**src/rtl/rgb_seq_pkg.sv**
```systemverilog
// Shared types, hue-wheel key table and helpers for the RGB fade sequencer.
package rgb_seq_pkg;

    typedef struct packed {
        logic [7:0] r;
        logic [7:0] g;
        logic [7:0] b;
    } rgb_t;

    localparam int NUM_KEYS = 6;

    localparam rgb_t KEY_TABLE [NUM_KEYS] = '{
        '{8'd255, 8'd0,   8'd0  },
        '{8'd255, 8'd255, 8'd0  },
        '{8'd0,   8'd255, 8'd0  },
        '{8'd0,   8'd255, 8'd255},
        '{8'd0,   8'd0,   8'd255},
        '{8'd255, 8'd0,   8'd255}
    };

    typedef enum logic [1:0] {IDLE, HOLD, FADE} seq_state_t;

    // Out-of-range indices fall back to red so the lookup never yields X.
    function automatic rgb_t key_color(input logic [2:0] idx);
        case (idx)
            3'd0:    key_color = KEY_TABLE[0];
            3'd1:    key_color = KEY_TABLE[1];
            3'd2:    key_color = KEY_TABLE[2];
            3'd3:    key_color = KEY_TABLE[3];
            3'd4:    key_color = KEY_TABLE[4];
            3'd5:    key_color = KEY_TABLE[5];
            default: key_color = KEY_TABLE[0];
        endcase
    endfunction

    function automatic logic [2:0] wheel_next(input logic [2:0] idx);
        wheel_next = (idx == 3'(NUM_KEYS - 1)) ? 3'd0 : idx + 3'd1;
    endfunction

endpackage

```
**src/rtl/rgb_lerp.sv**
```systemverilog
// Combinational per-channel interpolation between two keys, with optional
// gamma shaping when RGB_SEQ_GAMMA_EN is defined.
module rgb_lerp
    import rgb_seq_pkg::*;
#(
    parameter int L = 6
) (
    input  rgb_t         a,
    input  rgb_t         b,
    input  logic [L-1:0] k,
    output rgb_t         y
);

    localparam int W = 8 + L + 1;

    function automatic logic [7:0] mix(input logic [7:0] ca, input logic [7:0] cb,
                                       input logic [L-1:0] kk);
        logic [W-1:0] prod;
        prod = W'(ca) * (W'(1 << L) - W'(kk)) + W'(cb) * W'(kk);
        mix  = 8'(prod >> L);
    endfunction

    // The +255 bias keeps full scale at 255 while zero stays at zero.
    function automatic logic [7:0] shape(input logic [7:0] c);
`ifdef RGB_SEQ_GAMMA_EN
        logic [15:0] sq;
        sq    = 16'(c) * 16'(c) + 16'd255;
        shape = 8'(sq >> 8);
`else
        shape = c;
`endif
    endfunction

    assign y.r = shape(mix(a.r, b.r, k));
    assign y.g = shape(mix(a.g, b.g, k));
    assign y.b = shape(mix(a.b, b.b, k));

endmodule

```
**src/rtl/rgb_fade_sequencer.sv**
```systemverilog
// Hue-wheel fade sequencer feeding the per-channel PWM compare stage.
// Optional gamma shaping is selected with the RGB_SEQ_GAMMA_EN macro.
module rgb_fade_sequencer #(
    parameter int TICK_DIV        = 187500,
    parameter int FADE_STEPS_LOG2 = 6,
    parameter int HOLD_TICKS      = 64
) (
    input  logic       clk,
    input  logic       rst_n,
    input  logic       enable,
    input  logic       next_key,
    input  logic       pwm_wrap,
    output logic [7:0] red,
    output logic [7:0] green,
    output logic [7:0] blue,
    output logic       duty_upd,
    output logic [2:0] key_idx,
    output logic       busy
);

    import rgb_seq_pkg::*;

    localparam int L  = FADE_STEPS_LOG2;
    localparam int TW = $clog2(TICK_DIV);
    localparam int HW = (HOLD_TICKS > 1) ? $clog2(HOLD_TICKS) : 1;

    localparam logic [TW-1:0] TICK_LAST = TW'(TICK_DIV - 1);
    localparam logic [HW-1:0] HOLD_LAST = HW'(HOLD_TICKS - 1);
    localparam logic [L-1:0]  K_LAST    = {L{1'b1}};

    seq_state_t    state;
    logic [L-1:0]  k;
    logic [HW-1:0] hold_cnt;
    logic [TW-1:0] tick_cnt;
    rgb_t          interp_q;
    rgb_t          lerp_c;
    logic          tick;

    assign tick = (tick_cnt == TICK_LAST);
    assign busy = (state != IDLE);

    rgb_lerp #(.L(L)) u_lerp (
        .a (key_color(key_idx)),
        .b (key_color(wheel_next(key_idx))),
        .k (k),
        .y (lerp_c)
    );

    // Duty values only move on a PWM wrap so no period mixes old and new colors.
    always_ff @(posedge clk) begin
        if (!rst_n) begin
            state    <= IDLE;
            key_idx  <= '0;
            k        <= '0;
            hold_cnt <= '0;
            tick_cnt <= '0;
            interp_q <= '0;
            red      <= '0;
            green    <= '0;
            blue     <= '0;
            duty_upd <= 1'b0;
        end else begin
            interp_q <= lerp_c;
            duty_upd <= pwm_wrap;
            if (pwm_wrap) begin
                red   <= (state == IDLE) ? 8'd0 : interp_q.r;
                green <= (state == IDLE) ? 8'd0 : interp_q.g;
                blue  <= (state == IDLE) ? 8'd0 : interp_q.b;
            end

            if (!enable) begin
                state    <= IDLE;
                k        <= '0;
                hold_cnt <= '0;
                tick_cnt <= '0;
            end else begin
                case (state)
                    IDLE: begin
                        state    <= HOLD;
                        tick_cnt <= '0;
                    end
                    HOLD: begin
                        if (next_key || (tick && hold_cnt == HOLD_LAST)) begin
                            state    <= FADE;
                            k        <= '0;
                            hold_cnt <= '0;
                            tick_cnt <= '0;
                        end else if (tick) begin
                            hold_cnt <= hold_cnt + HW'(1);
                            tick_cnt <= '0;
                        end else begin
                            tick_cnt <= tick_cnt + TW'(1);
                        end
                    end
                    FADE: begin
                        if (next_key || (tick && k == K_LAST)) begin
                            state    <= HOLD;
                            key_idx  <= wheel_next(key_idx);
                            k        <= '0;
                            hold_cnt <= '0;
                            tick_cnt <= '0;
                        end else if (tick) begin
                            k        <= k + L'(1);
                            tick_cnt <= '0;
                        end else begin
                            tick_cnt <= tick_cnt + TW'(1);
                        end
                    end
                    default: state <= IDLE;
                endcase
            end
        end
    end

endmodule

```
**config.mk**
```make
export PLATFORM = sky130hd
export DESIGN_NAME = rgb_fade_sequencer
export DESIGN_NICKNAME = d
export VERILOG_FILES = /design/src/rtl/rgb_seq_pkg.sv /design/src/rtl/rgb_lerp.sv /design/src/rtl/rgb_fade_sequencer.sv
export SDC_FILE = /design/constraint.sdc
export NUM_CORES = 1
export LEC_CHECK = 0
export CORE_MARGIN = 5
export CORE_UTILIZATION = 29
export DETAILED_ROUTE_END_ITERATION = 8
export HOLD_SLACK_MARGIN = 0.02
export SYNTH_ARGS = -nofsm -noshare
export SYNTH_HDL_FRONTEND = slang
export SYNTH_HIERARCHICAL = 1
export SYNTH_SLANG_ARGS = --single-unit
```
**constraint.sdc**
```tcl
create_clock -name clk -period 10.6 [get_ports clk]
set_input_delay 2.12 -clock clk [delete_from_list [all_inputs] [get_ports clk]]
set_output_delay 2.12 -clock clk [all_outputs]
set_load 0.01 [all_outputs]
```
==> results.md <==
* Largest fanout on the critical path at 48
* Synth Net Count at around 1900
* Largest net degree at the start of global routing at 58
* Synth Area in Adders at 0.457
* DP Wirelength at ~21000 um
* FILL cells at a little under 5000
* Compound-cell area share of the yosys netlist at 0.0766
* CTS root buf: clkbuf_16
* XOR/XNOR Fraction of Synth Area at 0.0326
* Crit Path Class: flip-flop to flip-flop
* First-pass detailed-route iteration total at 5
* Initial antenna violation count at 0
* Launch point of the worst reg-to-reg path: key_idx[1]$_SDFFE_PN0P_
* Post-synthesis mux area share at 0.00215
* Synth Flop Type: dfxtp_1
* Placer's final routability congestion estimate at about 0.82
* Fmax at 142 MHz
* DIE WIDTH at between 200 and 250 um
* R2R setup slack at 3.57 ns
* Average wire per standard cell at between 10 and 15 um
* DR vias/cell at roughly 4.5
* Htree depth at 3
* CTS Sinks at 84
* Largest family of logic cells by synthesized area: adder cells
* Overflow after GRT at 0
* Simple-Gate Fraction of Synth Area at 0.219
* Synth warnings at 6
* Share of the synthesized area in the top cell type at 0.302
* CTS tree: built
* Die Area at between 50000 and 60000 um^2
* WL final at between 20000 and 30000 um
* Final period utilization at 0.663
* Worst clock skew at 0.00664 ns
* Core area at 47700 um^2
* Top cells by area, synth: fa_1 (30%), ha_1 (15%), dfxtp_1 (12%), and2_1 (10%), inv_1 (7.6%)
* CP Launch Point: key_idx[1]$_SDFFE_PN0P_
* Longest Clk Path Bufs at 2
* Status: completed
* Setup bufs post-CTS at 0
* Hold Buf Count CTS at 0
* Headroom to the max-slew limit at 0.253
* Maximum VDD drop at roughly 0.055 mV
* Detailed Route Iter0 Violations at about 380
* Clock-pin transition on the worst setup and hold timing paths at 0.06 ns
* Synthesized area at around 14000 um^2
* FF+latch count, synth at 84
* Startpoint types: flip-flop
* Diode count at 0
* Total power at 0.000709 W
* Worst path required time at roughly 11 ns
* Crit path capture: interp_q[23]$_SDFF_PN0_
* CP Data Arrival Time at approximately 7.3 ns
* First-pass GRT wire length at 49400 um
* Hold Crit Class: flip-flop to flip-flop
* Fin nets at ~2000
* Gate count after technology mapping at around 1600
* Number of enable flip-flop cells after synthesis at 0
* Inserted Clock Buffers at 9
* Worst Tran Pin Value at ~1.1 ns
* Count of different cell masters after synthesis at between 80 and 90
* Leading cell type by number of instances after synthesis: inv_1
* Post_cts resized at 0
* Area Growth Syn to Fin at 9.54%
* Max-Cap Viols at 0
* Most frequent cells after synthesis: inv_1 (283), and2_1 (229), fa_1 (211), ha_1 (173), nand2_1 (150)
* Chip height at approximately 230 um
* Post-route ant nets at 0
* Total Routing Usage GR at 0.109
* Min cycle time layout at 7.03 ns
* Register area share after synthesis at 0.120
* Cell Pwr Density at 46.3 nW/um^2
* Unrepaired setup endpoints after global routing: no
* Io pins at 34
* Worst-skew pair later-pin latency at roughly 0.35 ns
* Final setup vio count at 0
* Fin Setup TNS at 0 ns
* Post-route DRC violation count at 0
* Slew Limit Fails at 0
* Synth area leader: fa_1
* Core Rows at 80
* R2r endpoint: interp_q[23]$_SDFF_PN0_
* Synthesized area per cell at 8.99 um^2
* Vias in the first global route at roughly 10000
* Asr flop ratio synth at 0
* Reg2reg path depth at 23
* Pleak at 7.54 nW
* Via count at slightly below 10000
* Critical Path Sink Type: flip-flop
* Initial Util at 0.293
* Share of cells above drive strength 1 at 0.0471
* Port bufs at 33
* Final Hold Fails at 0
[sequential cells by signal, indices dropped and copies added, names as in the netlist]
name,count
hold_cnt,6
k,6
tick_cnt,18
red,8
blue,8
interp_q,24
key_idx,3
state,2
green,8
duty_upd,1
[cell usage in the layout, fill, tap and decap left out, drive strengths merged, types with 17 or more instances in the layout]
cell type / netlist / final
buf: 10 / 17
ha: 173 / 173
fa: 211 / 211
nand2: 150 / 150
nand3: 21 / 21
nor2b: 51 / 51
and2: 232 / 232
dfxtp: 84 / 84
clkdlybuf4s50: 0 / 32
a31oi: 21 / 21
nor2: 34 / 34
xnor2: 41 / 41
a21oi: 52 / 52
inv: 283 / 287
o21ai: 18 / 18
[worst min-delay path by stage]
stage	start	end	slack [ns]	cells after the start
6_report	interp_q[3]$_SDFF_PN0_	blue[3]$_SDFFE_PN0P_	0.48	2
3_3_place_gp	tick_cnt[17]$_SDFFE_PN0N_	tick_cnt[17]$_SDFFE_PN0N_	0.46	1
3_5_place_dp	tick_cnt[17]$_SDFFE_PN0N_	tick_cnt[17]$_SDFFE_PN0N_	0.46	1
4_1_cts	tick_cnt[17]$_SDFFE_PN0N_	tick_cnt[17]$_SDFFE_PN0N_	0.47	1
2_1_floorplan	tick_cnt[17]$_SDFFE_PN0N_	tick_cnt[17]$_SDFFE_PN0N_	0.43	1
5_1_grt	interp_q[3]$_SDFF_PN0_	blue[3]$_SDFFE_PN0P_	0.50	2
[report_power, final]
part | switching, W | leakage (nW) | internal (W)
clock | 0.000140 | 0.159 | 0.000210
combinational | 0.0000223 | 6.70 | 0.0000147
sequential | 0.00000179 | 0.680 | 0.000319
[logic make-up after synthesis]
family                   Yosys count
AO/OA/AOI/OAI                    151
XOR/XNOR                          52
adder cells (fa/ha/maj)          384
buffers and inverters            334
flip-flops                        84
multiplexers                       3
AND/OR/NAND/NOR                  548
[layout make-up]
cell class | count | area [um^2] | share of cell area
Multi-Input combinational cell | 1138 | 11000 | 0.720
Sequential cell | 84 | 1680 | 0.110
Inverter | 283 | 1060 | 0.0693
Tap cell | 615 | 769 | 0.0502
Timing Repair Buffer | 49 | 445 | 0.0291
Clock buffer | 9 | 225 | 0.0147
Clock inverter | 7 | 105 | 0.00686
[critical path, stage by stage, from the launching register on]
cell and delay (ns):
dfxtp_1 0.42, and2_1 0.21, ha_1 0.39, nor2b_1 0.10, a21oi_1 0.13, a21o_1 0.88, nand2_1 0.21, fa_1 0.55
fa_1 0.55, inv_1 0.05, fa_1 0.50, fa_1 0.43, fa_1 0.49, inv_1 0.05, fa_1 0.47, inv_1 0.04
ha_1 0.28, nor3_1 0.25, o21ai_0 0.14, nand2_1 0.13, nor2_2 0.07, a221oi_2 0.27, xnor2_1 0.13, and2_1 0.17
[per-layer routing]
metal / global-route usage / part of all wire / vias to the layer above
met5: 0 / 0 / -
met4: 0.0242 / 0.011 / 0
met3: 0.00718 / 0.025 / 17
met2: 0.185 / 0.48 / 129
met1: 0.154 / 0.49 / 4798
li1: - / - / 4876
[stage by stage]
| step | std cells | utilization | worst slack, ns | instance area (um^2) | hold WS (ns) |
|---|---|---|---|---|---|
| final | 2185 | 0.321 | 3.57 | 15300 | 0.478 |
| after global routing | 2185 | 0.321 | 3.04 | 15300 | 0.497 |
| after CTS | 2185 | 0.321 | 3.59 | 15300 | 0.471 |
| after detailed placement | 2169 | 0.314 | 3.59 | 15000 | 0.459 |
| after global placement | 2169 | 0.314 | 3.72 | 15000 | 0.456 |
| after floorplan | 1556 | - | 2.64 | 14000 | 0.433 |
(Power assumes the default switching activity.)
